File: config.mk
export PLATFORM = sky130hd
export DESIGN_NAME = alu_sequencer
export DESIGN_NICKNAME = d
export VERILOG_FILES = /design/src/rtl/alu_sequencer.sv
export SDC_FILE = /design/constraint.sdc
export NUM_CORES = 1
export LEC_CHECK = 0
export ABC_CLOCK_PERIOD_IN_PS = 4800
export CAP_MARGIN = 40
export CORE_UTILIZATION = 40
export CTS_CLUSTER_DIAMETER = 50
export DETAILED_ROUTE_END_ITERATION = 12
export PLACE_DENSITY = 0.55
export SETUP_SLACK_MARGIN = 0.02
export SYNTH_ARGS = -nofsm -noshare
export SYNTH_HDL_FRONTEND = slang
export SYNTH_SLANG_ARGS = --single-unit
export TNS_END_PERCENT = 100
File: constraint.sdc
create_clock -name i_clock -period 4.8 [get_ports i_clock]
set_clock_uncertainty 0.05 [all_clocks]
set_input_delay 0.96 -clock i_clock [delete_from_list [all_inputs] [get_ports i_clock]]
set_output_delay 0.96 -clock i_clock [all_outputs]
set_load 0.01 [all_outputs]
File: src/rtl/alu_sequencer.sv
// alu_sequencer: operands and opcode are loaded from a switch bank through a
// single synchronised "enter" button. A load FSM captures A, B and OP, then
// runs one registered ALU operation and pulses o_valid for one cycle.
// Optional build macro: ALU_SAT_EN (saturate ADD/SUB on signed overflow).
//
// state   | meaning
// --------+-------------------------------------------------
// LOAD_A  | waiting for enter to capture operand A
// LOAD_B  | waiting for enter to capture operand B
// LOAD_OP | waiting for enter to capture the opcode
// EXEC    | one cycle: register result and flags, pulse valid
module alu_sequencer #(
    parameter int NB_DATA = 8,
    parameter int NB_OP   = 6,
    parameter int NB_SYNC = 2
) (
    input  logic                      i_clock,
    input  logic                      i_reset,
    input  logic [NB_DATA-1:0]        i_switches,
    input  logic                      i_enter,
    output logic signed [NB_DATA-1:0] o_resultado,
    output logic                      o_zero,
    output logic                      o_carry,
    output logic                      o_overflow,
    output logic                      o_valid,
    output logic [1:0]                o_state
);

    typedef enum logic [1:0] {
        LOAD_A  = 2'd0,
        LOAD_B  = 2'd1,
        LOAD_OP = 2'd2,
        EXEC    = 2'd3
    } state_t;

    localparam int MSB = NB_DATA - 1;
    localparam logic [NB_DATA-1:0] SHIFT_LIM = NB_DATA'(NB_DATA);

    localparam logic [NB_OP-1:0] OP_ADD = NB_OP'(6'b100000);
    localparam logic [NB_OP-1:0] OP_SUB = NB_OP'(6'b100010);
    localparam logic [NB_OP-1:0] OP_AND = NB_OP'(6'b100100);
    localparam logic [NB_OP-1:0] OP_OR  = NB_OP'(6'b100101);
    localparam logic [NB_OP-1:0] OP_XOR = NB_OP'(6'b100110);
    localparam logic [NB_OP-1:0] OP_NOR = NB_OP'(6'b100111);
    localparam logic [NB_OP-1:0] OP_SRA = NB_OP'(6'b000011);
    localparam logic [NB_OP-1:0] OP_SRL = NB_OP'(6'b000010);

    logic [NB_SYNC-1:0] sync_q;
    logic [NB_SYNC-1:0] fill_q;
    logic               synced_d_q;
    logic               armed_q;
    logic               synced;
    logic               enter_evt;

    state_t             state_q, state_d;
    logic [NB_DATA-1:0] a_q, a_d;
    logic [NB_DATA-1:0] b_q, b_d;
    logic [NB_OP-1:0]   op_q, op_d;
    logic [NB_DATA-1:0] res_q, res_d;
    logic               zero_q, zero_d;
    logic               carry_q, carry_d;
    logic               ovf_q, ovf_d;
    logic               valid_q, valid_d;

    logic [NB_DATA:0]   sum;
    logic [NB_DATA:0]   diff;
    logic [NB_DATA-1:0] alu_res;
    logic [NB_DATA-1:0] alu_final;
    logic               alu_c;
    logic               alu_v;

    assign synced = sync_q[NB_SYNC-1];
    // Edges only count once the chain holds real samples and the button has
    // been seen released, so a press held through reset is ignored.
    assign enter_evt = armed_q & synced & ~synced_d_q;

    // Button synchroniser, edge-detect history and post-reset arming.
    always_ff @(posedge i_clock or negedge i_reset) begin
        if (!i_reset) begin
            sync_q     <= '0;
            fill_q     <= '0;
            synced_d_q <= 1'b0;
            armed_q    <= 1'b0;
        end else begin
            sync_q     <= {sync_q[NB_SYNC-2:0], i_enter};
            fill_q     <= {fill_q[NB_SYNC-2:0], 1'b1};
            synced_d_q <= synced;
            armed_q    <= armed_q | (fill_q[NB_SYNC-1] & ~synced);
        end
    end

    assign sum  = {1'b0, a_q} + {1'b0, b_q};
    assign diff = {1'b0, a_q} - {1'b0, b_q};

    // ALU datapath: raw result, carry/borrow and signed overflow.
    always_comb begin
        alu_res = '0;
        alu_c   = 1'b0;
        alu_v   = 1'b0;
        case (op_q)
            OP_ADD: begin
                alu_res = sum[NB_DATA-1:0];
                alu_c   = sum[NB_DATA];
                alu_v   = (a_q[MSB] == b_q[MSB]) && (sum[MSB] != a_q[MSB]);
            end
            OP_SUB: begin
                alu_res = diff[NB_DATA-1:0];
                alu_c   = diff[NB_DATA];
                alu_v   = (a_q[MSB] != b_q[MSB]) && (diff[MSB] != a_q[MSB]);
            end
            OP_AND: alu_res = a_q & b_q;
            OP_OR:  alu_res = a_q | b_q;
            OP_XOR: alu_res = a_q ^ b_q;
            OP_NOR: alu_res = ~(a_q | b_q);
            OP_SRA: begin
                if (b_q >= SHIFT_LIM) alu_res = {NB_DATA{a_q[MSB]}};
                else                  alu_res = $signed(a_q) >>> b_q;
            end
            OP_SRL: begin
                if (b_q >= SHIFT_LIM) alu_res = '0;
                else                  alu_res = a_q >> b_q;
            end
            default: alu_res = '0;
        endcase
    end

`ifdef ALU_SAT_EN
    // Overflow direction follows A's sign for both ADD and SUB.
    assign alu_final = alu_v ? (a_q[MSB] ? {1'b1, {(NB_DATA-1){1'b0}}}
                                         : {1'b0, {(NB_DATA-1){1'b1}}})
                             : alu_res;
`else
    assign alu_final = alu_res;
`endif

    // Load FSM next state, operand capture and result update in EXEC.
    always_comb begin
        state_d = state_q;
        a_d     = a_q;
        b_d     = b_q;
        op_d    = op_q;
        res_d   = res_q;
        zero_d  = zero_q;
        carry_d = carry_q;
        ovf_d   = ovf_q;
        valid_d = 1'b0;
        case (state_q)
            LOAD_A: if (enter_evt) begin
                a_d     = i_switches;
                state_d = LOAD_B;
            end
            LOAD_B: if (enter_evt) begin
                b_d     = i_switches;
                state_d = LOAD_OP;
            end
            LOAD_OP: if (enter_evt) begin
                op_d    = i_switches[NB_OP-1:0];
                state_d = EXEC;
            end
            EXEC: begin
                res_d   = alu_final;
                zero_d  = (alu_final == '0);
                carry_d = alu_c;
                ovf_d   = alu_v;
                valid_d = 1'b1;
                state_d = LOAD_A;
            end
            default: state_d = LOAD_A;
        endcase
    end

    // State, operand and output registers.
    always_ff @(posedge i_clock or negedge i_reset) begin
        if (!i_reset) begin
            state_q <= LOAD_A;
            a_q     <= '0;
            b_q     <= '0;
            op_q    <= '0;
            res_q   <= '0;
            zero_q  <= 1'b0;
            carry_q <= 1'b0;
            ovf_q   <= 1'b0;
            valid_q <= 1'b0;
        end else begin
            state_q <= state_d;
            a_q     <= a_d;
            b_q     <= b_d;
            op_q    <= op_d;
            res_q   <= res_d;
            zero_q  <= zero_d;
            carry_q <= carry_d;
            ovf_q   <= ovf_d;
            valid_q <= valid_d;
        end
    end

    assign o_resultado = res_q;
    assign o_zero      = zero_q;
    assign o_carry     = carry_q;
    assign o_overflow  = ovf_q;
    assign o_valid     = valid_q;
    assign o_state     = state_q;

endmodule

* Word level (Yosys, flattened, before mapping)
Index checks and enable logic that the tools add are counted.
Widths: inputs -> output; s select.
** Operators by class
- Shifts and indexed selects :: 2
- Multiplexer cells :: 10
- Bitwise logic cells :: 10
- Eq/ne operators :: 18
- Add/subtract/negate cells :: 2
- Magnitude comparators :: 1
- Reductions and logical operators :: 8
** Operators by type and width (count)
- $pmux 8 s8 :: 1
- $eq 6x6->1 const B :: 6
- $mux 8 :: 2
- $eq 6x2->1 const B :: 2
- $add 8x8->9 :: 1
- $sub 8x8->9 :: 1
- $and 8x8->8 :: 1
- $ge 8x4->1 const B :: 1
- $logic_not 8->1 :: 1
- $not 8->8 :: 1
- $or 8x8->8 :: 1
- $pmux 2 s4 :: 1
- $shr 8x8->8 :: 1
- $sshr 8x8->8 :: 1
- $xor 8x8->8 :: 1
- $mux 2 :: 3
- $ne 2x2->1 const B :: 3
- $reduce_and 2->1 :: 3
- $eq 2x2->1 const B :: 2
- $pmux 1 s2 :: 2
- $and 1x1->1 :: 3
- $ne 1x1->1 :: 3
- $reduce_and 3->1 :: 1
- $eq 2x1->1 const B :: 1
- 6 further kinds :: 8
** Storage, ports and cells
- Input bits :: 11
- Register bits after elaboration :: 42

* Longest topological paths before layout
Gate-level depths: netlist of the first run.
- Word-level depth :: 4
- Depth in mapped cells :: 12
- Mapped depth without buffers :: 12

* Least setup slack after synthesis of the first run
Ideal clock, no wire load.
- Kind :: register to register
- Start point :: register b_q[1]
- End point :: register zero_q, in the netlist o_zero
- Arrival :: 2910 ps
- Path slack :: 1772 ps
- Period minus slack after synthesis :: 3028 ps
- Path buffers :: 2
- Stages on the path, launching flop included :: 13
- Setup time :: 67 ps
- Data required time :: 4683 ps
- Cell sequence :: dfrtp_1 -> buf_2 -> clkbuf_1 -> inv_1 -> fa_1 -> nor3b_1 -> nor3_1 -> xnor2_1 -> o311ai_0 -> or3_1 -> nor3_1 -> and4_1 -> a32o_1
** Between the ends
- Cells in the longest elaborated chain, start to end :: 4
- Elaborated cells on any way between the ends :: 13
- Those cells by class :: add/sub (2); order compare (1); shift (2); mux (3); bitwise (4); reduce/logical (1)
** RTL lines
- start: declaration :: RTL line 57 : logic [NB_DATA-1:0] b_q, b_d;
- start signal: assignment :: RTL line 177 : b_q <= '0;
- start signal: assignment :: RTL line 187 : b_q <= b_d;
- $ge 8x4->1, or another cell as far along :: RTL line 116, 120
- $mux 8, or another cell as far along :: RTL line 120 : if (b_q >= SHIFT_LIM) alu_res = '0;
- $pmux 8 s8 (*) :: RTL line 100 : case (op_q)
- $logic_not 8->1 (*) :: RTL line 162 : zero_d = (alu_final == '0);
- end signal: assignment :: RTL line 190 : zero_q <= zero_d;
- end: declaration :: RTL line 60 : logic zero_q, zero_d;
Every way passes the cells marked *; elsewhere a longest branch is shown, timed or not.
A chain may end at the register's enable or synchronous reset.

* Final worst setup path of the first run
- Start point :: register b_q[0]
- End point :: register zero_q, in the netlist o_zero
Same word-level chain as after synthesis.

==> results of run 1 <==
## layout by cell type, fill, tap and decap left out, types with 5 or more instances in the layout
master           instances
dfrtp_1                 42
nand2_1                 34
ha_1                    31
inv_1                   27
mux2_2                  25
a21oi_1                 23
clkdlybuf4s50_1         23
nor2_1                  19
o21ai_0                 17
xnor2_1                 14
mux2i_1                 13
nor3_1                  12
o211ai_1                10
nand3_1                  7
o21bai_1                 5
a31oi_1                  5
clkbuf_8                 5
## sequential cells by signal, indices dropped and copies added, names as in the netlist
signal,count
a_q,8
b_q,8
o_resultado,8
op_q,6
fill_q,2
o_state,2
sync_q,2
armed_q,1
o_carry,1
o_overflow,1
o_valid,1
o_zero,1
synced_d_q,1
## power by group through the flow
stage / sequential, mW / combinational, mW / clock, mW
5_1_grt: 0.863 / 2.01 / 0.260
2_1_floorplan: 0.658 / 1.47 / 0
4_1_cts: 0.827 / 1.80 / 0.245
3_3_place_gp: 0.833 / 1.77 / 0
6_report: 0.833 / 1.80 / 0.237
3_5_place_dp: 0.835 / 1.78 / 0
## per-stage QoR
stage / setup slack (ps) / hold slack [ps] / instances
2_1_floorplan: 1772 / 281.2 / 369
3_3_place_gp: 1581 / 293.7 / 478
3_5_place_dp: 1482 / 286.4 / 479
4_1_cts: 1446 / 318.2 / 487
5_1_grt: 1158 / 323.0 / 487
6_report: 1450 / 313.0 / 487
## per-layer routing
metal  GRT usage [%]  vias up  share of wire, %
met3           3.317       17               6.0
met4           6.667        0               2.1
met2           33.33       69                46
li1                -     1340                 -
met5               0        -                 0
met1           28.83     1358                46
## Yosys cell counts (10+ instances only)
master,n,share of area (%)
nor3_1,12,1.8
nor2_1,19,2.1
inv_1,27,3.0
o21ai_0,17,2.5
clkbuf_1,11,1.2
mux2i_1,13,3.9
ha_1,31,12
xnor2_1,14,3.6
a21oi_1,23,3.4
nand2_1,34,3.8
dfrtp_1,42,31
o211ai_1,10,2.2
mux2_2,25,8.4
## layout make-up
cell class | count | area share, %
clock inverter | 3 | 0.6331
timing repair buffer | 26 | 6.998
sequential | 42 | 27.99
multi-input combinational | 278 | 56.25
tap | 105 | 3.499
clock buffer | 5 | 1.833
inverter | 28 | 2.799
## how the worst max path moves through the flow
stage / endpoint / slack [ps] / cells after the start
after global placement: o_zero / 1580 / 11
after detailed placement: o_zero / 1480 / 11
after global routing: o_zero / 1160 / 11
final: o_zero / 1450 / 11
after CTS: o_zero / 1450 / 11
after floorplan: o_zero / 1770 / 12
## cell families (layout without fill, tap and decap cells)
| kind of cell | after synthesis | after routing | synth area share, % |
|---|---|---|---|
| compound gates | 88 | 88 | 17.43 |
| buf+inv | 49 | 62 | 6.057 |
| flops | 42 | 42 | 31.22 |
| mux | 40 | 40 | 13.56 |
| fa+ha+maj | 33 | 33 | 12.71 |
| xor+xnor | 18 | 18 | 4.682 |
| other cells | 1 | 1 | 0.1114 |
| simple gates | 98 | 98 | 14.23 |
==> results.md, run 1 <==
* Status: completed
* Comb pwr share at a little over three fifths
* Worst slew pin tran at between 800 and 900 ps
* Hold depth at 0
* Period minus WS final at between 3000 and 4000 ps
* Worst EP required at roughly 5000 ps
* IO Port Bufs at 24
* Clk sinks at 42
* Fin util at a little under half
* Gr usage total at about a fifth
* FF-to-FF End: o_zero
* Ys flop type: dfrtp_1
* Unrepaired setup endpoints after global routing: no
* Synth unique cells at 60
* Final nets at 425
* Slew Viols, Final at 0
* Clock latency at the later pin of the worst-skew pair at around 300 ps
* HP Class: register to register
* Worst VDD drop at roughly 0.32 mV
* WP data arrival at roughly 3600 ps
* Global route total overflow at 0
* Post-CTS Setup Inserts at 0
* CTS tree: done
* Number of synthesized flops with an enable pin at 0
* Placed instance area at around 3700 sq um
* #FFs+latches synth at 42
* CP Capture Type: register
* Max Fclk at ~300 MHz
* Vias in the first global route at between 2000 and 3000
* R2R depth at 11
* CP peak stage delay at between 700 and 800 ps
* Final setup viols at 0
* Worst path bufs/invs at 1
* DP HPWL at 6550 um
* Crit Path Category: register to register
* Area Growth Syn to Fin at 11.52%
* Worst path top cell family by delay: simple AND/OR/NAND/NOR gates
* Clock Power Share at under 10%
* FILL cells at ~800
* DRT antenna net count at 0
* Final wirelength at roughly 8500 um
* Worst Hold End: sync_q[1]
* Sw frac at about half
* H-tree Lvls at 2
* Synth warnings at 0
* Syn_area_per_cell at 9.125 sq um
* Worst-path clk slew at ~90 ps
* Worst Path Max Fanout at 19
* Die area at roughly 9000 sq um
* DIE WIDTH at 93.75 um
* Inserted Clock Buffers at 5
* Pin count of the biggest net entering global routing at 38
* Total leakage power at around 1.6 nW
* CTS Hold Bufs at 0
* Net Count, Synth at approximately 410
* Initial core utilization at 41.18%
* Syn Std Cell Area at about 3400 sq um
* Share of synthesized flip-flops with an asynchronous set or reset at between 90% and 100%
* Root buffer cell: clkbuf_8
* Core Box Area at 8175 sq um
* CTS resizes at 0
* Share of post-route cells with drive strength above 1 at 11.52%
* Gate Count Post-Synth at around 370
* Slowest cell on the critical path: dfrtp_1
* Post-DR wirelength/cell at 17.55 um
* CTS max path bufs at 2
* DR vias/cell at around 5.7
* PwrDens at ~760 nW/um^2
* Die Y at around 94 um
* Reg2reg setup slack at ~1500 ps
* Antenna diode count at 0
* # rows at 33
* Fin crit share at ~70%
* Min-delay src: sync_q[0]
* Placer Congestion at ~0.90
* Max-cap viol count at 0
* Footprint of the multi-input gates at roughly 2100 sq um
* Part of the Yosys area used for sequential elements at between 30% and 40%
* Pint at 1.458 mW
* P_sw at ~1.4 mW
* # IOs at 25
* Worst path cell trace: ha_1 > inv_1 > fa_1 > nor3b_1 > nor3_1 > xnor2_1 > o311ai_0 > or3_1 > nor3_1 > and4_1 > a32o_1
* Seq pwr share at between 20 and 30%
* Worst setup SP type: register
* Initial antenna violation count at 0
* Max_slew headroom at between 40% and 50%
* Final Cell Area at roughly 3800 sq um
* Vias at 2784
* RR Startpoint: b_q[0]
* Setup TNS at 0 ps
* First DRT Iteration DRCs at roughly 190
* Tot Pwr at 2.866 mW
* Crit. Startpoint: b_q[0]
* Most common cell on crit path: nor3_1
* First-pass GRT wire length at between 10000 and 15000 um
* # DRC at 0
* Hold Violations, Final at 0
* Register area at roughly 1100 sq um
* Detailed-router iteration count before antenna repair at 4
No activity file was read; power rests on OpenSTA's default activity.
==> run 2: changes to the inputs <==
--- a/config.mk
+++ b/config.mk
@@ -5,12 +5,12 @@
 export SDC_FILE = /design/constraint.sdc
 export NUM_CORES = 1
 export LEC_CHECK = 0
-export ABC_CLOCK_PERIOD_IN_PS = 4800
+export ABC_CLOCK_PERIOD_IN_PS = 2700
 export CAP_MARGIN = 40
 export CORE_UTILIZATION = 40
 export CTS_CLUSTER_DIAMETER = 50
 export DETAILED_ROUTE_END_ITERATION = 12
-export PLACE_DENSITY = 0.55
+export PLACE_DENSITY = 0.57
 export SETUP_SLACK_MARGIN = 0.02
 export SYNTH_ARGS = -nofsm -noshare
 export SYNTH_HDL_FRONTEND = slang
==> constraint.sdc (replaced) <==
create_clock -name i_clock -period 2.7 [get_ports i_clock]
set_clock_uncertainty 0.05 [all_clocks]
set_input_delay 0.54 -clock i_clock [delete_from_list [all_inputs] [get_ports i_clock]]
set_output_delay 0.54 -clock i_clock [all_outputs]
set_load 0.01 [all_outputs]
==> results.md, run 2 (same netlist as run 1, synthesis figures left out) <==
* Vias at 2964 (+6.5%)
* Footprint of the multi-input gates at 2172 sq um (+2.8%)
* PwrDens at 1417 nW/um^2 (+86%)
* Post-DR wirelength/cell at 16.81 um (-4.2%)
* Global route total overflow at 0 (unchanged)
* Inserted Clock Buffers at 5 (unchanged)
* Status: completed
* Pin count of the biggest net entering global routing at 39 (+2.6%)
* Pint at 3.271 mW (+120%)
* Slew Viols, Final at 0 (unchanged)
* Inst Count DP at 531 (+11%)
* Initial core utilization at 41.18% (unchanged)
* Final Hold Slack at 307.6 ps (-5.329 ps)
* CP peak stage delay at 590 ps (-160 ps)
* Period minus WS final at 2669 ps (-680.4 ps)
* Placer Congestion at 0.9621 (+6.9%)
* Leading cell types in the layout, fill and taps excluded: buf_4 (56), dfrtp_1 (42), nand2_1 (34)
* # IOs at 25 (unchanged)
* CP Capture Type: register
* DP HPWL at 7239 um (+11%)
* Crit Path Category: register to register
* Comb pwr share at 74.4% (+12 points)
* First DRT Iteration DRCs at 181 (-3.2%)
* Sw frac at 45.81% (-3.3 points)
* Core Box Area at 8175 sq um (unchanged)
* Max Fclk at 374.6 MHz (+25%)
* Max-cap viol count at 0 (unchanged)
* Register area at 1051 sq um (unchanged)
* HP Class: register to register
* Hold Violations, Final at 0 (unchanged)
* Initial antenna violation count at 0 (unchanged)
* FILL cells at 771 (-4.0%)
* Worst-path clk slew at 90 ps (about the same)
* Worst EP required at 2850 ps (-2150 ps)
* Clock Power Share at 7.0% (-1.3 points)
* Final setup viols at 0 (unchanged)
* Fin crit share at 98.86% (+29 points)
* Clock latency at the later pin of the worst-skew pair at 300 ps (about the same)
* DRT antenna net count at 0 (unchanged)
* Worst setup SP type: register
* Most common cell after layout, fill and taps aside: buf_4
* DR vias/cell at 5.449 (-4.7%)
* Placed instance area at 4070 sq um (+11%)
* Tot Pwr at 6.035 mW (+110%)
* Antenna diode count at 0 (unchanged)
* Worst Path Max Fanout at 6 (-13)
* Worst path bufs/invs at 0 (-1)
* Filler-free cell count of the finished design at 544 (+12%)
* Final Cell Area at 4259 sq um (+13%)
* Worst VDD drop at 0.5307 mV (+68%)
* IO Port Bufs at 24 (unchanged)
* Area Growth Syn to Fin at 26.50%
* Vias in the first global route at 2976 (+11%)
* Detailed-router iteration count before antenna repair at 5 (+1)
* Total leakage power at 1.897 nW (+18%)
* Unrepaired setup endpoints after global routing: yes
* Root buffer cell: clkbuf_8
* Worst path top cell family by delay: simple AND/OR/NAND/NOR gates
* Seq pwr share at 18.6% (-11 points)
* Die Y at 93.75 um (unchanged)
* Share of post-route cells with drive strength above 1 at 25.51% (+14 points)
* Gr usage total at 22.59% (+1.7 points)
* Slowest cell on the critical path: or4_4
* WP data arrival at 2810 ps (-740 ps)
* Clk sinks at 42 (unchanged)
* P_sw at 2.764 mW (+96%)
* First-pass GRT wire length at 15380 um (+9.8%)
* Worst path cell trace: or4_4 > or3_2 > o21ai_0 > a22oi_1 > o211ai_1 > nor3_1 > and4_1 > a32o_1
* CTS tree: done
* H-tree Lvls at 2 (unchanged)
* # rows at 33 (unchanged)
* Die area at 8788 sq um (unchanged)
* CTS max path bufs at 2 (unchanged)
* Final wirelength at 9147 um (+7.0%)
* Final nets at 482 (+13%)
* # DRC at 0 (unchanged)
* Setup TNS at 0 ps (unchanged)
* DIE WIDTH at 93.75 um (unchanged)
run 2: routing by layer:
layer,share of wire (%),global-route usage [%],up-vias
met5,0,0,-
met4,1.4,5.897,0
met3,4.1,3.883,16
met2,46,35.77,73
met1,48,31.68,1433
li1,-,-,1442
run 2: final timing paths:
kind	start	to	slack (ps)	depth (start not counted)
worst max-delay path	b_q[4]	o_zero	30	8
worst min-delay path	sync_q[0]	sync_q[1]	310	0
worst max register to register	b_q[4]	o_zero	30	8
worst min register to register	sync_q[0]	sync_q[1]	310	0
max in group asynchronous	i_reset	op_q[0]	1620	3
min in group asynchronous	i_reset	o_overflow	560	2
run 2: layout make-up:
cell class	instances	area share [%]
Clock buffer	5	1.616
Clock inverter	3	0.5875
Inverter	28	2.468
Multi-Input combinational cell	278	51.00
Sequential cell	42	24.68
Tap cell	105	3.085
Timing Repair Buffer	83	16.57
run 2: what timing repair did:
| item | 4_1_cts | 5_1_grt |
|---|---|---|
| hold buffers | 1 | 0 |
| gates resized for setup | 7 | 10 |
| setup endpoints to repair | 1 | 3 |
| hold endpoints to repair | 4 | 0 |
| cloned | 0 | 0 |
| pin swaps | 4 | 11 |
| setup buffers | 3 | 2 |
run 2: power by group through the flow:
| stage | logic (mW) | registers (mW) | clock network [mW] |
|---|---|---|---|
| 2_1_floorplan | 2.64 | 1.17 | 0 |
| 3_3_place_gp | 4.18 | 1.12 | 0 |
| 3_5_place_dp | 4.21 | 1.13 | 0 |
| 4_1_cts | 4.34 | 1.12 | 0.441 |
| 5_1_grt | 4.96 | 1.16 | 0.464 |
| 6_report | 4.49 | 1.12 | 0.425 |
run 2: stage by stage:
| stage | setup slack (ps) | utilization [%] |
|---|---|---|
| floorplan | 44.66 | - |
| global placement | 23.67 | 49.54 |
| detailed placement | -99.01 | 49.79 |
| CTS | 5.318 | 51.50 |
| global route | -113.0 | 52.10 |
| finish | 30.82 | 52.10 |
==> run 3: changes to the inputs <==
--- a/config.mk
+++ b/config.mk
@@ -8,8 +8,10 @@
 export ABC_CLOCK_PERIOD_IN_PS = 2700
 export CAP_MARGIN = 40
 export CORE_UTILIZATION = 40
+export CTS_BUF_LIST = sky130_fd_sc_hd__clkbuf_4
 export CTS_CLUSTER_DIAMETER = 50
 export DETAILED_ROUTE_END_ITERATION = 12
+export GPL_ROUTABILITY_DRIVEN = 0
 export PLACE_DENSITY = 0.57
 export SETUP_SLACK_MARGIN = 0.02
 export SYNTH_ARGS = -nofsm -noshare
==> results.md, run 3 (same netlist as run 1, synthesis figures left out) <==
* Placed instance area at 4003 sq um (-1.7%)
* P_sw at 2.757 mW (-0.29%)
* Final WS setup at 32.34 ps (+1.516 ps)
* CP peak stage delay at 410 ps (-180 ps)
* PwrDens at 1407 nW/um^2 (-0.69%)
* # DRC at 0 (unchanged)
* # rows at 33 (unchanged)
* Max-cap viol count at 0 (unchanged)
* Slowest cell on the critical path: dfrtp_1
* CTS max path bufs at 2 (unchanged)
* CTS tree: done
* Root buffer cell: clkbuf_4
* Post-DR wirelength/cell at 16.28 um (-3.2%)
* Status: completed
* Clock Power Share at 5.5% (-1.5 points)
* H-tree Lvls at 2 (unchanged)
* Vias at 2955 (-0.30%)
* Worst-path clk slew at 140 ps (+50 ps)
* Die area at 8788 sq um (unchanged)
* Die Y at 93.75 um (unchanged)
* CP Capture Type: register
* Sw frac at 46.76% (+0.95 points)
* Total leakage power at 1.849 nW (-2.5%)
* Global route total overflow at 0 (unchanged)
* Worst Path Max Fanout at 3 (-3)
* Final nets at 473 (-1.9%)
* Worst path bufs/invs at 3 (+3)
* Unrepaired setup endpoints after global routing: yes
* Leading cell types in the layout, fill and taps excluded: buf_4 (47), dfrtp_1 (42), nand2_1 (34)
* R2R depth at 13 (+5)
* Most common cell after layout, fill and taps aside: buf_4
* FF-to-FF End: o_zero
* Hold Violations, Final at 0 (unchanged)
* Critical path depth in cells at 13 (+5)
* DP HPWL at 6820 um (-5.8%)
* Area Growth Syn to Fin at 24.41%
* Crit Path Category: register to register
* Fin crit share at 98.80% (about the same)
* Worst VDD drop at 0.5023 mV (-5.4%)
* # IOs at 25 (unchanged)
* Fin util at 51.24% (-0.86 points)
* Pin count of the biggest net entering global routing at 38 (-2.6%)
* Pint at 3.139 mW (-4.0%)
* Gr usage total at 21.39% (-1.2 points)
* Comb pwr share at 75.7% (+1.3 points)
* Inserted Clock Buffers at 5 (unchanged)
* Place WS at -50.74 ps (+48.27 ps)
* Period minus WS final at 2668 ps (-1.516 ps)
* Detailed-router iteration count before antenna repair at 5 (unchanged)
* Setup TNS at 0 ps (unchanged)
* HP Class: register to register
* Core Box Area at 8175 sq um (unchanged)
* Worst path top cell family by delay: simple AND/OR/NAND/NOR gates
* First-pass GRT wire length at 14590 um (-5.2%)
* Initial antenna violation count at 0 (unchanged)
* First DRT Iteration DRCs at 167 (-7.7%)
* Reg2reg setup slack at 30 ps (about the same)
* DRT antenna net count at 0 (unchanged)
* Crit. Startpoint: a_q[0]
* Worst EP required at 2920 ps (+70 ps)
* Slew Viols, Final at 0 (unchanged)
* Clk sinks at 42 (unchanged)
* RR Startpoint: a_q[0]
* Final setup viols at 0 (unchanged)
* Worst setup SP type: register
* IO Port Bufs at 24 (unchanged)
* Max Fclk at 374.9 MHz (about the same)
* Seq pwr share at 18.8% (+0.2 points)
* Clock latency at the later pin of the worst-skew pair at 360 ps (+60 ps)
* Share of post-route cells with drive strength above 1 at 25.35% (-0.16 points)
* Final wirelength at 8710 um (-4.8%)
* DR vias/cell at 5.523 (+1.4%)
* Vias in the first global route at 2903 (-2.5%)
* DIE WIDTH at 93.75 um (unchanged)
* Worst Setup EP: o_zero
* WP data arrival at 2890 ps (+80 ps)
* Final Cell Area at 4189 sq um (-1.6%)
* Initial core utilization at 41.18% (unchanged)
* Worst path cell trace: inv_2 > ha_4 > inv_2 > fa_2 > nor3b_4 > nor3_2 > buf_4 > nor4_4 > nor3_2 > xor2_1 > a21oi_2 > and4_1 > a32o_1
* Antenna diode count at 0 (unchanged)
* FILL cells at 776 (+0.65%)
==> run 3: cell types whose count changed in the layout (fill, tap and decap cells not counted), moves of 2 or more <==
cell      delta
buf_4        -9
clkbuf_4     +5
clkbuf_8     -5
nor3_1       -3
nor3_2       +3
clkinv_2     +2
==> run 3: final cells by class <==
class	count	area [sq um]	area share, %
multi-input combinational	278	2207	52.69
sequential	42	1051	25.09
timing repair buffer	74	638.1	15.23
tap	105	131.4	3.136
inverter	28	105.1	2.509
clock buffer	5	37.54	0.8961
clock inverter	3	18.77	0.4480
==> run 3: per-stage QoR <==
stage / instances / hold WS (ps) / total power [mW]
5_1_grt: 535 / 343.6 / 6.432
6_report: 535 / 320.2 / 5.895
3_5_place_dp: 522 / 287.8 / 5.277
4_1_cts: 532 / 327.5 / 5.667
3_3_place_gp: 521 / 291.3 / 5.256
2_1_floorplan: 369 / 194.4 / 3.817
==> run 3: how the worst min path moves through the flow <==
stage,from,to,slack (ps),cells after the start
6_report,sync_q[0],sync_q[1],320,0
5_1_grt,fill_q[0],fill_q[1],340,0
4_1_cts,fill_q[0],fill_q[1],330,0
3_5_place_dp,sync_q[0],sync_q[1],290,0
3_3_place_gp,sync_q[0],sync_q[1],290,0
2_1_floorplan,i_reset,a_q[0],190,0
==> run 3: metal layers <==
metal	global-route usage, %	up-vias	wire length (um)	part of all wire (%)
li1	-	1428	-	-
met1	30.15	1412	4115	47
met2	32.48	94	3936	45
met3	3.722	21	450	5.2
met4	8.205	0	207	2.4
met5	0	-	0	0
==> run 3: repair_timing <==
action | 4_1_cts | 5_1_grt
endpoints found under the hold margin | 5 | 0
gates resized for setup | 1 | 24
pin swaps | 3 | 12
endpoints found under the setup margin | 1 | 3
buffers inserted | 1 | 3
hold buffers | 1 | 0
==> run 3: power groups by stage <==
stage	logic (mW)	clock network (mW)	registers, mW
finish	4.46	0.326	1.11
global route	4.92	0.359	1.15
CTS	4.22	0.342	1.11
detailed placement	4.15	0	1.12
global placement	4.15	0	1.11
floorplan	2.64	0	1.17
